--- src/rtl/gddr6_pkg.sv ---
// Shared definitions for the GDDR6 per-channel read scheduler: command codes,
// FSM states, bank-relationship codes, default timing and small helpers.
package gddr6_pkg;

    localparam int BANK_NUM = 16;
    localparam int BANK_W   = 4;

    localparam int ROW_W_DFLT = 15;
    localparam int COL_W_DFLT = 7;

    localparam int T_RCD_DFLT   = 12;
    localparam int T_RP_DFLT    = 12;
    localparam int T_RAS_DFLT   = 28;
    localparam int T_CCD_S_DFLT = 2;
    localparam int T_CCD_L_DFLT = 4;

    localparam int CMD_W = 5;
    localparam logic [CMD_W-1:0] CMD_NOP1  = 5'b00000;
    localparam logic [CMD_W-1:0] CMD_ACT   = 5'b00100;
    localparam logic [CMD_W-1:0] CMD_RD    = 5'b00101;
    localparam logic [CMD_W-1:0] CMD_PREPB = 5'b10000;

    typedef enum logic [1:0] {
        SAME_BANK  = 2'd0,
        DIFF_BANK  = 2'd1,
        SAME_GROUP = 2'd2,
        IGNORE     = 2'd3
    } bank_rel_e;

    typedef enum logic [2:0] {
        IDLE     = 3'd0,
        CHECK    = 3'd1,
        WAIT_PRE = 3'd2,
        WAIT_ACT = 3'd3,
        WAIT_RD  = 3'd4
    } state_e;

    // Bank group is the top two bank bits; IGNORE when bank groups are disabled.
    function automatic bank_rel_e bank_rel(input logic [BANK_W-1:0] prev_bank,
                                           input logic [BANK_W-1:0] next_bank,
                                           input logic              bg_on);
        bank_rel_e rel;
        if (!bg_on) begin
            rel = IGNORE;
        end else if (prev_bank == next_bank) begin
            rel = SAME_BANK;
        end else if (prev_bank[BANK_W-1:BANK_W-2] == next_bank[BANK_W-1:BANK_W-2]) begin
            rel = SAME_GROUP;
        end else begin
            rel = DIFF_BANK;
        end
        return rel;
    endfunction

    function automatic int max3(input int a, input int b, input int c);
        int m;
        m = (a > b) ? a : b;
        return (m > c) ? m : c;
    endfunction

endpackage

--- src/rtl/gddr6_bank_timer.sv ---
// One bank's open-row state and its tRAS / tRP / tRCD down-counters.
// A counter loaded with L at edge n reads zero in time for the dependent command at edge n+L+1.
module gddr6_bank_timer
    import gddr6_pkg::*;
#(
    parameter int ROW_W = ROW_W_DFLT,
    parameter int T_RCD = T_RCD_DFLT,
    parameter int T_RP  = T_RP_DFLT,
    parameter int T_RAS = T_RAS_DFLT
) (
    input  logic             clk,
    input  logic             reset_n,
    input  logic             load_pre,
    input  logic             load_act,
    input  logic [ROW_W-1:0] act_row,
    output logic             is_open,
    output logic [ROW_W-1:0] open_row,
    output logic             pre_ready,
    output logic             act_ready,
    output logic             rd_ready
);
    localparam int CNT_W = $clog2(max3(T_RCD, T_RP, T_RAS));

    logic [CNT_W-1:0] ras_cnt_r;
    logic [CNT_W-1:0] rp_cnt_r;
    logic [CNT_W-1:0] rcd_cnt_r;
    logic             open_r;
    logic [ROW_W-1:0] open_row_r;

    // Open-page bookkeeping: ACT opens the bank with its row, PREpb closes it.
    always_ff @(posedge clk) begin
        if (!reset_n) begin
            open_r     <= 1'b0;
            open_row_r <= '0;
        end else if (load_act) begin
            open_r     <= 1'b1;
            open_row_r <= act_row;
        end else if (load_pre) begin
            open_r     <= 1'b0;
        end
    end

    // Saturating timing counters, reloaded by the command they constrain from.
    always_ff @(posedge clk) begin
        if (!reset_n) begin
            ras_cnt_r <= '0;
            rp_cnt_r  <= '0;
            rcd_cnt_r <= '0;
        end else begin
            if (load_act) begin
                ras_cnt_r <= CNT_W'(T_RAS - 1);
                rcd_cnt_r <= CNT_W'(T_RCD - 1);
            end else begin
                if (ras_cnt_r != '0) ras_cnt_r <= ras_cnt_r - CNT_W'(1);
                if (rcd_cnt_r != '0) rcd_cnt_r <= rcd_cnt_r - CNT_W'(1);
            end
            if (load_pre) begin
                rp_cnt_r <= CNT_W'(T_RP - 1);
            end else if (rp_cnt_r != '0) begin
                rp_cnt_r <= rp_cnt_r - CNT_W'(1);
            end
        end
    end

    assign is_open   = open_r;
    assign open_row  = open_row_r;
    assign pre_ready = (ras_cnt_r == '0);
    assign act_ready = (rp_cnt_r == '0);
    assign rd_ready  = (rcd_cnt_r == '0);

endmodule

--- src/rtl/gddr6_rd_scheduler.sv ---
// Per-channel GDDR6 read scheduler: one request at a time, open-page policy,
// issues PREpb / ACT / RD honouring tRAS, tRP, tRCD and tCCD_S / tCCD_L.
module gddr6_rd_scheduler
    import gddr6_pkg::*;
#(
    parameter int ROW_W   = ROW_W_DFLT,
    parameter int COL_W   = COL_W_DFLT,
    parameter int T_RCD   = T_RCD_DFLT,
    parameter int T_RP    = T_RP_DFLT,
    parameter int T_RAS   = T_RAS_DFLT,
    parameter int T_CCD_S = T_CCD_S_DFLT,
    parameter int T_CCD_L = T_CCD_L_DFLT
) (
    input  logic              CLK_t,
    input  logic              RESET_n,
    input  logic              bg_en,
    input  logic              req_valid,
    output logic              req_ready,
    input  logic [BANK_W-1:0] req_bank,
    input  logic [ROW_W-1:0]  req_row,
    input  logic [COL_W-1:0]  req_col,
    output logic              cmd_valid,
    output logic [CMD_W-1:0]  cmd,
    output logic [BANK_W-1:0] cmd_bank,
    output logic [ROW_W-1:0]  cmd_row,
    output logic [COL_W-1:0]  cmd_col
);
    localparam int CCD_W = $clog2(T_CCD_L + 1);

    state_e              state_r;
    state_e              state_nx_s;
    logic [BANK_W-1:0]   bank_r;
    logic [ROW_W-1:0]    row_r;
    logic [COL_W-1:0]    col_r;
    logic                accept_s;

    logic [BANK_NUM-1:0] open_s;
    logic [BANK_NUM-1:0] pre_ready_s;
    logic [BANK_NUM-1:0] act_ready_s;
    logic [BANK_NUM-1:0] rd_ready_s;
    logic [BANK_NUM-1:0] load_pre_s;
    logic [BANK_NUM-1:0] load_act_s;
    logic [ROW_W-1:0]    open_row_s [BANK_NUM];

    logic [CCD_W-1:0]    ccd_cnt_r;
    logic [CCD_W-1:0]    ccd_elapsed_r;
    logic [BANK_W-1:0]   last_rd_bank_r;
    bank_rel_e           rd_rel_s;
    logic                ccd_ok_s;

    logic                issue_pre_s;
    logic                issue_act_s;
    logic                issue_rd_s;
    logic [CMD_W-1:0]    cmd_nx_s;
    logic [BANK_W-1:0]   cmd_bank_nx_s;
    logic [ROW_W-1:0]    cmd_row_nx_s;
    logic [COL_W-1:0]    cmd_col_nx_s;

    assign req_ready = (state_r == IDLE) && RESET_n;
    assign accept_s  = req_valid && req_ready;

    for (genvar i = 0; i < BANK_NUM; i++) begin : g_bank
        assign load_pre_s[i] = issue_pre_s && (bank_r == BANK_W'(i));
        assign load_act_s[i] = issue_act_s && (bank_r == BANK_W'(i));

        gddr6_bank_timer #(
            .ROW_W (ROW_W),
            .T_RCD (T_RCD),
            .T_RP  (T_RP),
            .T_RAS (T_RAS)
        ) u_timer (
            .clk       (CLK_t),
            .reset_n   (RESET_n),
            .load_pre  (load_pre_s[i]),
            .load_act  (load_act_s[i]),
            .act_row   (row_r),
            .is_open   (open_s[i]),
            .open_row  (open_row_s[i]),
            .pre_ready (pre_ready_s[i]),
            .act_ready (act_ready_s[i]),
            .rd_ready  (rd_ready_s[i])
        );
    end

    // tCCD_L only applies when bank groups are on and the next RD stays in the last RD's group.
    assign rd_rel_s = bank_rel(last_rd_bank_r, bank_r, bg_en);
    assign ccd_ok_s = (ccd_cnt_r == '0) &&
                      (((rd_rel_s != SAME_BANK) && (rd_rel_s != SAME_GROUP)) ||
                       (ccd_elapsed_r >= CCD_W'(T_CCD_L)));

    // FSM state register.
    always_ff @(posedge CLK_t) begin
        if (!RESET_n) begin
            state_r <= IDLE;
        end else begin
            state_r <= state_nx_s;
        end
    end

    // FSM next-state logic.
    always_comb begin
        state_nx_s = state_r;
        case (state_r)
            IDLE: begin
                if (accept_s) state_nx_s = CHECK;
                else          state_nx_s = IDLE;
            end
            CHECK: begin
                if (open_s[bank_r] && (open_row_s[bank_r] == row_r)) state_nx_s = WAIT_RD;
                else if (open_s[bank_r])                             state_nx_s = WAIT_PRE;
                else                                                 state_nx_s = WAIT_ACT;
            end
            WAIT_PRE: begin
                if (pre_ready_s[bank_r]) state_nx_s = WAIT_ACT;
                else                     state_nx_s = WAIT_PRE;
            end
            WAIT_ACT: begin
                if (act_ready_s[bank_r]) state_nx_s = WAIT_RD;
                else                     state_nx_s = WAIT_ACT;
            end
            WAIT_RD: begin
                if (rd_ready_s[bank_r] && ccd_ok_s) state_nx_s = IDLE;
                else                                state_nx_s = WAIT_RD;
            end
            default: state_nx_s = IDLE;
        endcase
    end

    // FSM outputs: command issue strobes and the next registered command fields.
    always_comb begin
        issue_pre_s = 1'b0;
        issue_act_s = 1'b0;
        issue_rd_s  = 1'b0;
        case (state_r)
            WAIT_PRE: issue_pre_s = pre_ready_s[bank_r];
            WAIT_ACT: issue_act_s = act_ready_s[bank_r];
            WAIT_RD:  issue_rd_s  = rd_ready_s[bank_r] && ccd_ok_s;
            default: begin
                issue_pre_s = 1'b0;
                issue_act_s = 1'b0;
                issue_rd_s  = 1'b0;
            end
        endcase

        cmd_nx_s      = CMD_NOP1;
        cmd_bank_nx_s = '0;
        cmd_row_nx_s  = '0;
        cmd_col_nx_s  = '0;
        if (issue_pre_s) begin
            cmd_nx_s      = CMD_PREPB;
            cmd_bank_nx_s = bank_r;
        end else if (issue_act_s) begin
            cmd_nx_s      = CMD_ACT;
            cmd_bank_nx_s = bank_r;
            cmd_row_nx_s  = row_r;
        end else if (issue_rd_s) begin
            cmd_nx_s      = CMD_RD;
            cmd_bank_nx_s = bank_r;
            cmd_col_nx_s  = col_r;
        end else begin
            cmd_nx_s      = CMD_NOP1;
        end
    end

    // Request capture on the accepting edge.
    always_ff @(posedge CLK_t) begin
        if (!RESET_n) begin
            bank_r <= '0;
            row_r  <= '0;
            col_r  <= '0;
        end else if (accept_s) begin
            bank_r <= req_bank;
            row_r  <= req_row;
            col_r  <= req_col;
        end
    end

    // RD-to-RD spacing: short-gap down-counter plus an elapsed counter for the same-group gap.
    always_ff @(posedge CLK_t) begin
        if (!RESET_n) begin
            ccd_cnt_r      <= '0;
            ccd_elapsed_r  <= CCD_W'(T_CCD_L);
            last_rd_bank_r <= '0;
        end else if (issue_rd_s) begin
            ccd_cnt_r      <= CCD_W'(T_CCD_S - 1);
            ccd_elapsed_r  <= CCD_W'(1);
            last_rd_bank_r <= bank_r;
        end else begin
            if (ccd_cnt_r != '0) ccd_cnt_r <= ccd_cnt_r - CCD_W'(1);
            if (ccd_elapsed_r < CCD_W'(T_CCD_L)) ccd_elapsed_r <= ccd_elapsed_r + CCD_W'(1);
        end
    end

    // Registered command outputs.
    always_ff @(posedge CLK_t) begin
        if (!RESET_n) begin
            cmd_valid <= 1'b0;
            cmd       <= CMD_NOP1;
            cmd_bank  <= '0;
            cmd_row   <= '0;
            cmd_col   <= '0;
        end else begin
            cmd_valid <= issue_pre_s || issue_act_s || issue_rd_s;
            cmd       <= cmd_nx_s;
            cmd_bank  <= cmd_bank_nx_s;
            cmd_row   <= cmd_row_nx_s;
            cmd_col   <= cmd_col_nx_s;
        end
    end

endmodule

--- config.mk ---
export PLATFORM = sky130hd
export DESIGN_NAME = gddr6_rd_scheduler
export DESIGN_NICKNAME = d
export VERILOG_FILES = /design/src/rtl/gddr6_pkg.sv /design/src/rtl/gddr6_bank_timer.sv /design/src/rtl/gddr6_rd_scheduler.sv
export SDC_FILE = /design/constraint.sdc
export NUM_CORES = 1
export LEC_CHECK = 0
export ABC_AREA = 1
export CAP_MARGIN = 40
export CORE_UTILIZATION = 60
export CTS_BUF_LIST = sky130_fd_sc_hd__clkbuf_4
export DETAILED_ROUTE_END_ITERATION = 16
export PLACE_DENSITY = 0.75
export SYNTH_ARGS = -nofsm -noshare
export SYNTH_HDL_FRONTEND = slang
export SYNTH_HIERARCHICAL = 1
export SYNTH_SLANG_ARGS = --single-unit
--- constraint.sdc ---
create_clock -name CLK_t -period 5 [get_ports CLK_t]
set_input_delay 1 -clock CLK_t [delete_from_list [all_inputs] [get_ports CLK_t]]
set_output_delay 1 -clock CLK_t [all_outputs]
set_load 0.02 [all_outputs]
==> impl_metrics.yaml <==
clocking:
  cts_buffers: 151
  htreeDepth: 4
  hold_buffers: 0
  insertion_delay_ns: 1.03
  cts_root_buf: "clkbuf_4"
  cts_tree: "yes"
  post_cts_resize_count: 0
  clock_sinks: 563
  clockBufferDepth: 3
  clk_pin_slew_ns: 0.06
  post-cts-setup-buffers: 0
global_route:
  grt_max_degree: 137
  antenna_found_initial: 2
  grt_pass1_vias: 23060
  grt_pass1_wl_mm: 118.3
  track_usage: 0.3219
  gr-total-overflow: 0
yosys:
  synth.yosys.seq_area_share: 0.4144
  synth-edff-count: 0
  synth-seq-cells: 563
  synth.cell_area_um2: 27190
  synth_ff_type: "dfxtp_1"
  async_flop_share: 0
  synth_cells: 3833
  yosysWarnings: 6
  ys_types: 42
  syn_area_per_cell_um2: 7.095
pwr:
  power.share.switching: 0.4062
  p_seq_frac: 0.362
  ir_drop_mv: 0.4476
  switchingPower_mw: 6.727
  p_leak_nw: 13.39
  clockPowerShare: 0.247
  power_density_nw_per_um2: 556.4
  internal_power_mw: 9.833
  combinationalPowerShare: 0.391
sta:
  fmax_ghz: 0.2610
  finalCritPeriodShare: 0.7664
  hold_slack_ns: 0.3908
  fin_tns_setup_ns: 0
  relSlewSlack: 0.4401
  rsz0062_at_grt: "no"
  hold_viol_final: 0
  skew_ns: 0.06049
  slew_viol_final: 0
  period_minus_slack_ns: 3.832
  setup_ws_ns: 1.168
  setup_viol_count_final: 0
  worst_slew_pin_slew_ns: 0.8398
drt:
  drt_first_pass_iters: 8
  vias: 25030
  drc_errors: 0
  viasPerCell: 5.383
  ant_nets: 0
  drt_iter0_markers: 2246
  wire_per_inst_um: 16.03
  routed_wl_mm: 74.52
worst_setup_path:
  r2r_start: "bank_r[0]"
  end_kind: "flop"
  crit_path_start_kind: "flop"
  cp.arrival_ns: 4.69
  cp-startpoint: "bank_r[0]"
  r2r_slack_ns: 1.17
  r2r-end: "g_bank[15].u_timer/rcd_cnt_r[2]"
  cp_max_fo: 52
  critPathKind: "flop to flop"
  reg2reg_depth: 12
  cp.required_ns: 5.86
worst_hold_path:
  hold_path_class: "input pin to flop"
  min_to: "g_bank[14].u_timer/rcd_cnt_r[1]"
  worstHoldPathCells: 3
  hp-start: "RESET_n"
finish:
  syn_to_final_growth_pct: 9.450
  layout-drive-gt1-share: 0.1323
  fillers: 4015
  fin_nets: 4030
place:
  place_ws_ns: 1.284
  portBuffers: 60
  gp_congestion: 0.9964
  place_hpwl_mm: 49.06
floorplan:
  ios: 63
  design.core.area_um2: 44410
  chipHeight_um: 214.9
  die_w_um: 214.9
  start_util: 0.6123
  rows: 77
  die_area_um2: 46180
outcome:
  outcome: "finished, final reports clean"
job:
  maxCapViolations: 0
[how the worst max path moves through the flow]
stage / endpoint / cells past startpoint
floorplan: req_ready / 2
global placement: g_bank[15].u_timer/rcd_cnt_r[2] / 12
detailed placement: g_bank[15].u_timer/ras_cnt_r[2] / 12
CTS: g_bank[15].u_timer/rcd_cnt_r[2] / 12
global route: g_bank[15].u_timer/rcd_cnt_r[4] / 12
finish: g_bank[15].u_timer/rcd_cnt_r[2] / 12
[sequential cells by signal, summed over array words and instances, names as in the netlist]
signal,count
row_r,15
bank_r,4
cmd_bank,4
g_bank.u_timer/open_row,240
last_rd_bank_r,2
cmd_row,15
ccd_cnt_r,3
g_bank.u_timer/is_open,16
cmd_valid,1
cmd,3
g_bank.u_timer/rcd_cnt_r,80
col_r,7
cmd_col,7
g_bank.u_timer/rp_cnt_r,80
state_r,3
g_bank.u_timer/ras_cnt_r,80
ccd_elapsed_r,3
[per-stage QoR]
step           cells  power [mW]  area [um2]  utilization
2_1_floorplan   3834       11.01       27200            -
3_3_place_gp    4383       12.36       27780       0.6255
3_5_place_dp    4387       12.48       27880       0.6277
4_1_cts         4644       16.58       29750       0.6699
5_1_grt         4649       17.86       29760       0.6702
6_report        4649       16.56       29760       0.6702
[cells by family after synthesis]
group | after synthesis | share of synthesized area
simple gates | 2161 | 0.3440
flops | 563 | 0.4144
buf+inv | 529 | 0.09929
compound gates | 475 | 0.1014
fa+ha+maj | 52 | 0.02392
xor+xnor | 51 | 0.01643
other cells | 1 | 0.0001379
mux | 1 | 0.0003681
[power by group through the flow]
stage / clock network, mW / registers [mW] / logic [mW]
global placement: 0 / 6.09 / 6.27
floorplan: 0 / 5.98 / 5.03
CTS: 4.15 / 5.99 / 6.44
detailed placement: 0 / 6.07 / 6.41
finish: 4.08 / 6.00 / 6.48
global route: 4.41 / 6.10 / 7.35
[routing by layer]
metal | vias up | wire, um | track usage
li1 | 12500 | - | -
met1 | 11380 | 31820 | 0.4099
met2 | 943 | 33460 | 0.5012
met3 | 201 | 6138 | 0.08209
met4 | 0 | 3093 | 0.1698
met5 | - | 0 | 0
[critical path, cell delays in order (launching register included)]
cell and delay (ns):
dfxtp_4 0.76, inv_4 0.41, nor2_4 0.35, a22oi_1 0.12, a21oi_1 0.18, or2_1 0.13, nor2_1 0.08, nor2_2 0.14
inv_2 0.27, nor3_2 0.65, clkinv_4 0.33, nand2_1 0.20, nor3_1 0.07
[cells in the mapped netlist, types with 7 or more instances]
master,number,share of area
a211oi_2,15,0.0069
nor2_4,33,0.014
buf_2,40,0.0074
dfxtp_1,563,0.41
clkinv_4,15,0.0048
inv_2,27,0.0037
a21oi_1,320,0.059
ha_1,52,0.024
nor3_2,15,0.0055
o21ai_0,34,0.0063
xnor2_1,48,0.015
nor2_2,24,0.0055
o22ai_1,7,0.0016
nand3_2,46,0.017
nand2_1,1553,0.21
o21ai_1,17,0.0031
nor2_1,170,0.023
buf_1,7,0.00097
nand4_1,96,0.022
inv_1,337,0.047
buf_6,69,0.029
clkbuf_1,12,0.0017
nand3_1,148,0.027
nor3_1,66,0.012
buf_4,17,0.0047
a211oi_1,17,0.0047
a22oi_1,16,0.0044
a21oi_2,45,0.014
[cells in the final DEF (no fill, tap or decap), types with 3 or more instances in the layout]
cell and count:
o22ai_1 7, or2_2 3, nand3_1 148, nor3_2 31, xnor2_1 48, dfxtp_1 561, xor2_1 3, inv_1 337
inv_2 34, nor2_1 170, nor2_2 24, nand4_1 96, buf_4 41, clkinv_4 15, clkdlybuf4s50_1 59, nor2_4 33
inv_4 3, o21ai_1 17, o21ai_0 34, a21oi_2 45, nand3_2 46, clkinv_1 19, a211oi_2 15, diode_2 5
nand2_1 1553, a22oi_1 16, nor3_1 50, ha_1 52, clkinv_2 4, a211oi_1 17, a21oi_1 320, clkbuf_4 227
buf_16 3
[layout make-up]
type	count	area, um2	area share
multi-input cells	2742	13310	0.4471
inverters	384	1524	0.05120
repair buffers	106	1030	0.03460
clock inverters	30	170.2	0.005717
diodes	5	12.51	0.0004204
well taps	592	740.7	0.02489
flip-flops and latches	563	11280	0.3788
clock buffers	227	1704	0.05725
Note: power is estimated with default switching activity, not from simulation.
